===== config.mk =====
export PLATFORM = sky130hd
export DESIGN_NAME = add_sub
export DESIGN_NICKNAME = d
export VERILOG_FILES = /design/src/rtl/alu_pkg.sv /design/src/rtl/cla_adder32.sv /design/src/rtl/add_sub.sv
export SDC_FILE = /design/constraint.sdc
export NUM_CORES = 1
export LEC_CHECK = 0
export BUFFER_PORTS_ARGS = -buffer_cell sky130_fd_sc_hd__buf_2
export CORE_ASPECT_RATIO = 0.75
export CORE_MARGIN = 4
export CORE_UTILIZATION = 45
export DETAILED_ROUTE_END_ITERATION = 16
export GPL_TIMING_DRIVEN = 0
export PLACE_DENSITY = 0.73
export SETUP_SLACK_MARGIN = 0.02
export SYNTH_ARGS = -nofsm -noshare
export SYNTH_HDL_FRONTEND = slang
export SYNTH_HIERARCHICAL = 1
export SYNTH_SLANG_ARGS = --single-unit

===== constraint.sdc =====
create_clock -name clk -period 2.05 [get_ports clk]
set_clock_uncertainty 0.15 [all_clocks]
set_input_delay 0.205 -clock clk [delete_from_list [all_inputs] [get_ports clk]]
set_output_delay 0.205 -clock clk [all_outputs]
set_load 0.005 [all_outputs]

===== src/rtl/alu_pkg.sv =====
// Shared ALU constants and the saturation-value helper for add_sub.
// ADD_SUB_SAT_EN selects saturating results in add_sub.
package alu_pkg;

    localparam int ALU_W = 32;

    localparam logic OP_ADD        = 1'b0;
    localparam logic OP_SUB        = 1'b1;
    localparam logic MODE_UNSIGNED = 1'b0;
    localparam logic MODE_SIGNED   = 1'b1;

    localparam logic [ALU_W-1:0] SAT_POS = 32'h7FFF_FFFF;
    localparam logic [ALU_W-1:0] SAT_NEG = 32'h8000_0000;

    // Clamp value for an overflowing result; signed overflow direction follows A's sign.
    function automatic logic [ALU_W-1:0] sat_value(input logic si, input logic d, input logic a_msb);
        logic [ALU_W-1:0] val;
        case ({si, d})
            {MODE_SIGNED, OP_ADD},
            {MODE_SIGNED, OP_SUB}:     val = a_msb ? SAT_NEG : SAT_POS;
            {MODE_UNSIGNED, OP_ADD}:   val = {ALU_W{1'b1}};
            {MODE_UNSIGNED, OP_SUB}:   val = {ALU_W{1'b0}};
            default:                   val = {ALU_W{1'b0}};
        endcase
        return val;
    endfunction

endpackage


===== src/rtl/cla_adder32.sv =====
// Combinational 32-bit carry-lookahead adder built from eight 4-bit lookahead groups.
// Exposes the carry into the MSB (c31) and the carry out (c32) for overflow detection.
module cla_adder32
    import alu_pkg::*;
(
    input  logic [ALU_W-1:0] a,
    input  logic [ALU_W-1:0] b,
    input  logic             cin,
    output logic [ALU_W-1:0] sum,
    output logic             c31,
    output logic             c32
);

    logic [ALU_W-1:0] g_s;
    logic [ALU_W-1:0] p_s;
    logic [ALU_W:0]   c_s;

    assign g_s = a & b;
    assign p_s = a ^ b;

    // In-group carries by lookahead; group carry-out from group generate/propagate.
    always_comb begin
        c_s    = {(ALU_W+1){1'b0}};
        c_s[0] = cin;
        for (int k = 0; k < ALU_W / 4; k++) begin
            c_s[4*k+1] = g_s[4*k] | (p_s[4*k] & c_s[4*k]);
            c_s[4*k+2] = g_s[4*k+1] | (p_s[4*k+1] & g_s[4*k])
                       | (p_s[4*k+1] & p_s[4*k] & c_s[4*k]);
            c_s[4*k+3] = g_s[4*k+2] | (p_s[4*k+2] & g_s[4*k+1])
                       | (p_s[4*k+2] & p_s[4*k+1] & g_s[4*k])
                       | (p_s[4*k+2] & p_s[4*k+1] & p_s[4*k] & c_s[4*k]);
            c_s[4*k+4] = g_s[4*k+3] | (p_s[4*k+3] & g_s[4*k+2])
                       | (p_s[4*k+3] & p_s[4*k+2] & g_s[4*k+1])
                       | (p_s[4*k+3] & p_s[4*k+2] & p_s[4*k+1] & g_s[4*k])
                       | (p_s[4*k+3] & p_s[4*k+2] & p_s[4*k+1] & p_s[4*k] & c_s[4*k]);
        end
    end

    assign sum = p_s ^ c_s[ALU_W-1:0];
    assign c31 = c_s[ALU_W-1];
    assign c32 = c_s[ALU_W];

endmodule


===== src/rtl/add_sub.sv =====
// Registered 32-bit adder/subtractor with carry, sign and overflow flags, one cycle latency.
// Define ADD_SUB_SAT_EN to saturate S on overflow instead of wrapping.
module add_sub
    import alu_pkg::*;
#(
    parameter int WIDTH = ALU_W
) (
    input  logic             clk,
    input  logic             rst,
    input  logic             in_valid,
    input  logic             Si,
    input  logic             D,
    input  logic             Cin,
    input  logic [WIDTH-1:0] A,
    input  logic [WIDTH-1:0] B,
    output logic [WIDTH-1:0] S,
    output logic             Cout,
    output logic             So,
    output logic             V,
    output logic             out_valid
);

    logic [WIDTH-1:0] bx_s;
    logic             c0_s;
    logic [WIDTH-1:0] r_s;
    logic             c31_s;
    logic             c32_s;
    logic [WIDTH-1:0] s_d,    s_q;
    logic             so_d,   so_q;
    logic             v_d,    v_q;
    logic             cout_q;
    logic             valid_q;

    // Subtraction is A + ~B + 1, so Cin is ignored there.
    assign bx_s = (D == OP_ADD) ? B : ~B;
    assign c0_s = (D == OP_ADD) ? Cin : 1'b1;

    cla_adder32 u_cla (
        .a   (A),
        .b   (bx_s),
        .cin (c0_s),
        .sum (r_s),
        .c31 (c31_s),
        .c32 (c32_s)
    );

    // Flag selection by operand nature and operation, then optional clamp.
    always_comb begin
        v_d  = 1'b0;
        so_d = 1'b0;
        s_d  = r_s;
        if (Si == MODE_SIGNED) begin
            v_d  = c31_s ^ c32_s;
            so_d = r_s[WIDTH-1];
        end else if (D == OP_SUB) begin
            v_d  = ~c32_s;
            so_d = ~c32_s;
        end else begin
            v_d  = c32_s;
            so_d = 1'b0;
        end
`ifdef ADD_SUB_SAT_EN
        if (v_d) begin
            s_d = sat_value(Si, D, A[WIDTH-1]);
        end else begin
            s_d = r_s;
        end
`else
        s_d = r_s;
`endif
    end

    // Output registers: load on valid input, otherwise hold data and drop valid.
    always_ff @(posedge clk or posedge rst) begin
        if (rst) begin
            s_q     <= {WIDTH{1'b0}};
            cout_q  <= 1'b0;
            so_q    <= 1'b0;
            v_q     <= 1'b0;
            valid_q <= 1'b0;
        end else if (in_valid) begin
            s_q     <= s_d;
            cout_q  <= c32_s;
            so_q    <= so_d;
            v_q     <= v_d;
            valid_q <= 1'b1;
        end else begin
            valid_q <= 1'b0;
        end
    end

    assign S         = s_q;
    assign Cout      = cout_q;
    assign So        = so_q;
    assign V         = v_q;
    assign out_valid = valid_q;

endmodule


==> impl_metrics.tcl <==
set metrics [dict create \
    crit_path_end_kind "flip-flop" \
    ys_types 42 \
    hold_path_startpoint "Si" \
    grt_max_degree 37 \
    pwr_density_cell_nw_per_um2 745 \
    cts_tree "built" \
    rsz0062_at_grt "yes" \
    diodes 0 \
    final_area_um2 4460 \
    place_area_um2 3730 \
    first_pass_iters 4 \
    coreArea_um2 6410 \
    outcome "finished, violations left" \
    violations "setup timing" \
    yosysWarnings 6 \
    slowest_delay_ps 360 \
    r2r-end "S[9]" \
    antenna_found_initial 0 \
    synthAdderAreaFrac 0.189 \
    initial_utilization 0.474 \
    synth_top_area_frac 0.297 \
    wl_met2_um 4030 \
    cpLargestDelayFamily "compound AO/OA/AOI/OAI gates" \
    highest_layer "met4" \
    critPathLaunchType "input port" \
    reg2reg_from "S[9]" \
    ys_async_sr_fraction 1.00 \
    synth_xor_area_frac 0.156 \
    syn_area_per_cell_um2 10.8 \
    wire_per_inst_um 15.7 \
    preCtsSetupSlack_ps -1970 \
    met3_length_um 563 \
    grt_pass1_vias 2658 \
    min-delay-path-class "in -> reg" \
    worstPathRequired_ps 2110 \
    seq_area_frac_synth 0.297 \
    die_x_um 103 \
    dieHeight_um 79.1 \
    htreeDepth 2 \
    grt_pass1_wl_um 12100 \
    max_freq_mhz 287 \
    fin_nets 544 \
    synth_top_family_by_area "adder cells" \
    gp_congestion 0.761 \
    via_count 2663 \
    viasPerCell 5.17 \
    synth_top_flop_cell "dfrtp_1" \
    period_share 1.70 \
    hpwl_um 5830 \
    synthTopCellsByCount "xor2_1 (45), dfrtp_1 (36), ha_1 (33), mux2_2 (33), a21oi_1 (16)" \
    drt_iter0_drc 46 \
    io_buffers 105 \
    worstSetupPathType "in -> reg" \
    yosys.area_share.simple 0.0709 \
    setup_viol 31 \
    cpMaxStageDelayCell "a221o_1" \
    slew_headroom 0.462 \
    synth_cells 280 \
    r2r_cells 1 \
    overflow 0 \
    clockRootBuffer "clkbuf_8" \
    min_to "V" \
    ys_ff_latch 36 \
    dieArea_um2 8140 \
    drt_drc_violations_left 0 \
    p_leak_nw 2.14 \
    finalHoldViolCount 0 \
    ir_drop_mv 0.402 \
    row_count 25 \
    synth_most_common_cell "xor2_1" \
    io-pin-count 106 \
    cts.clk_slew.worst_paths_ps 80 \
    fin_ws_ps -1440 \
    synth_area_um2 3040 \
    syn-num-nets 391 \
    drive_gt1_frac 0.553 \
    clk_path_buf_depth 2 \
    wl_met1_um 3430 \
    detail-route-antenna-nets 0 \
    synth_top_area_cell "dfrtp_1" \
    timing.reg2reg.setup_slack_ps 1120 \
    worst_pin_slew_ps 805 \
    fin_crit_ps 3490 \
    path_cells "buf_12 -> buf_12 -> xor2_2 -> ha_1 -> a21oi_2 -> o21ai_2 -> a221o_1 -> a311o_1 -> o41ai_4 -> buf_4 -> o21ai_2 -> a21o_1 -> a21o_1 -> inv_1 -> ha_1 -> or3b_1 -> o211ai_1" \
    worstSkewPairLatency_ps 290 \
    muxShareOfSynthArea 0.129 \
    synth_edf_count 0 \
    cts.sink_count 36 \
    drt-total-wl_um 8080 \
    whs_path_depth 3 \
    cts_buffers 5 \
    synth-compound-area-share 0.124 \
    slew_violations 0 \
    syn_to_final_growth_pct 46.7 \
    cp.buffers_inverters 4 \
    crit_fanout 5 \
    grt_usage 0.188 \
    maxCapViolations 0 \
    synthTopCellsByArea "dfrtp_1 (30%), ha_1 (14%), xor2_1 (13%), mux2_2 (12%), fa_1 (5.3%)" \
    cp.arrival_ps 3550 \
]
[layer usage]
layer  GRT usage  vias up
li1            -     1290
met1       0.245     1287
met2       0.309       79
met3      0.0527        7
met4      0.0414        0
met5           0        -
[power by group]
| part | internal (W) | switching, W |
|---|---|---|
| logic | 0.000941 | 0.000763 |
| clock network | 0.000269 | 0.000273 |
| registers | 0.000954 | 0.000119 |
| total | 0.00216 | 0.00115 |
[cell usage in the layout, fill, tap and decap left out, types with 7 or more instances in the layout]
cell type and instances:
buf_2 105, buf_4 39, xor2_1 37, dfrtp_1 36, mux2_2 30, ha_1 25, inv_1 10, xnor2_1 9
a21oi_1 9, nand2_1 8, a21oi_2 8, a21o_1 8, nor2_1 7
[registers in the layout (all words and copies together), names as in the netlist]
signal and cells:
V 1, Cout 1, S 32, So 1
out_valid 1
[cell families (layout without fill, tap and decap cells)]
group                      after synthesis  after routing
buffers and inverters                   20            174
muxes                                   35             35
and+or+nand+nor                         43             43
AOI/OAI and AO/OA                       51             51
xor gates and xnor gates                54             54
DFF                                     36             36
adders and majority gates               41             41
[through the flow]
| stage | total power (W) | hold slack, ps | instances | setup TNS [ps] | utilization |
|---|---|---|---|---|---|
| after floorplan | 0.00194 | 86.4 | 280 | -25970 | - |
| after CTS | 0.00320 | 65.6 | 503 | -25850 | 0.658 |
| after detailed placement | 0.00246 | 199 | 466 | -39470 | 0.582 |
| after global routing | 0.00358 | 70.8 | 515 | -28200 | 0.695 |
| after global placement | 0.00241 | 202 | 466 | -38570 | 0.582 |
| final | 0.00332 | 69.0 | 515 | -24730 | 0.695 |
[worst max path at each step]
stage / from / end / slack, ps / cells past startpoint
2_1_floorplan: D / V / -1510 / 16
6_report: D / V / -1440 / 17
4_1_cts: D / V / -1440 / 18
5_1_grt: D / V / -1550 / 17
3_3_place_gp: D / V / -1950 / 17
3_5_place_dp: D / V / -1970 / 17
[repair_timing]
item / in CTS / in global routing
gates resized for setup: 28 / 24
hold buffers: 2 / 0
setup buffers: 26 / 13
endpoints found under the setup margin: 32 / 32
cloned: 1 / 0
hold endpoints to repair: 37 / 0
pin swaps: 23 / 23
[area by class of cell]
type,instances,area (um^2)
inverters,12,45.0
fillers,477,1960
multi-input cells,224,2350
clock inverters,2,10.0
plain buffers,7,77.6
clock buffers,6,82.6
repair buffers,147,888
flip-flops and latches,36,901
well taps,81,101
(Power assumes the default switching activity.)
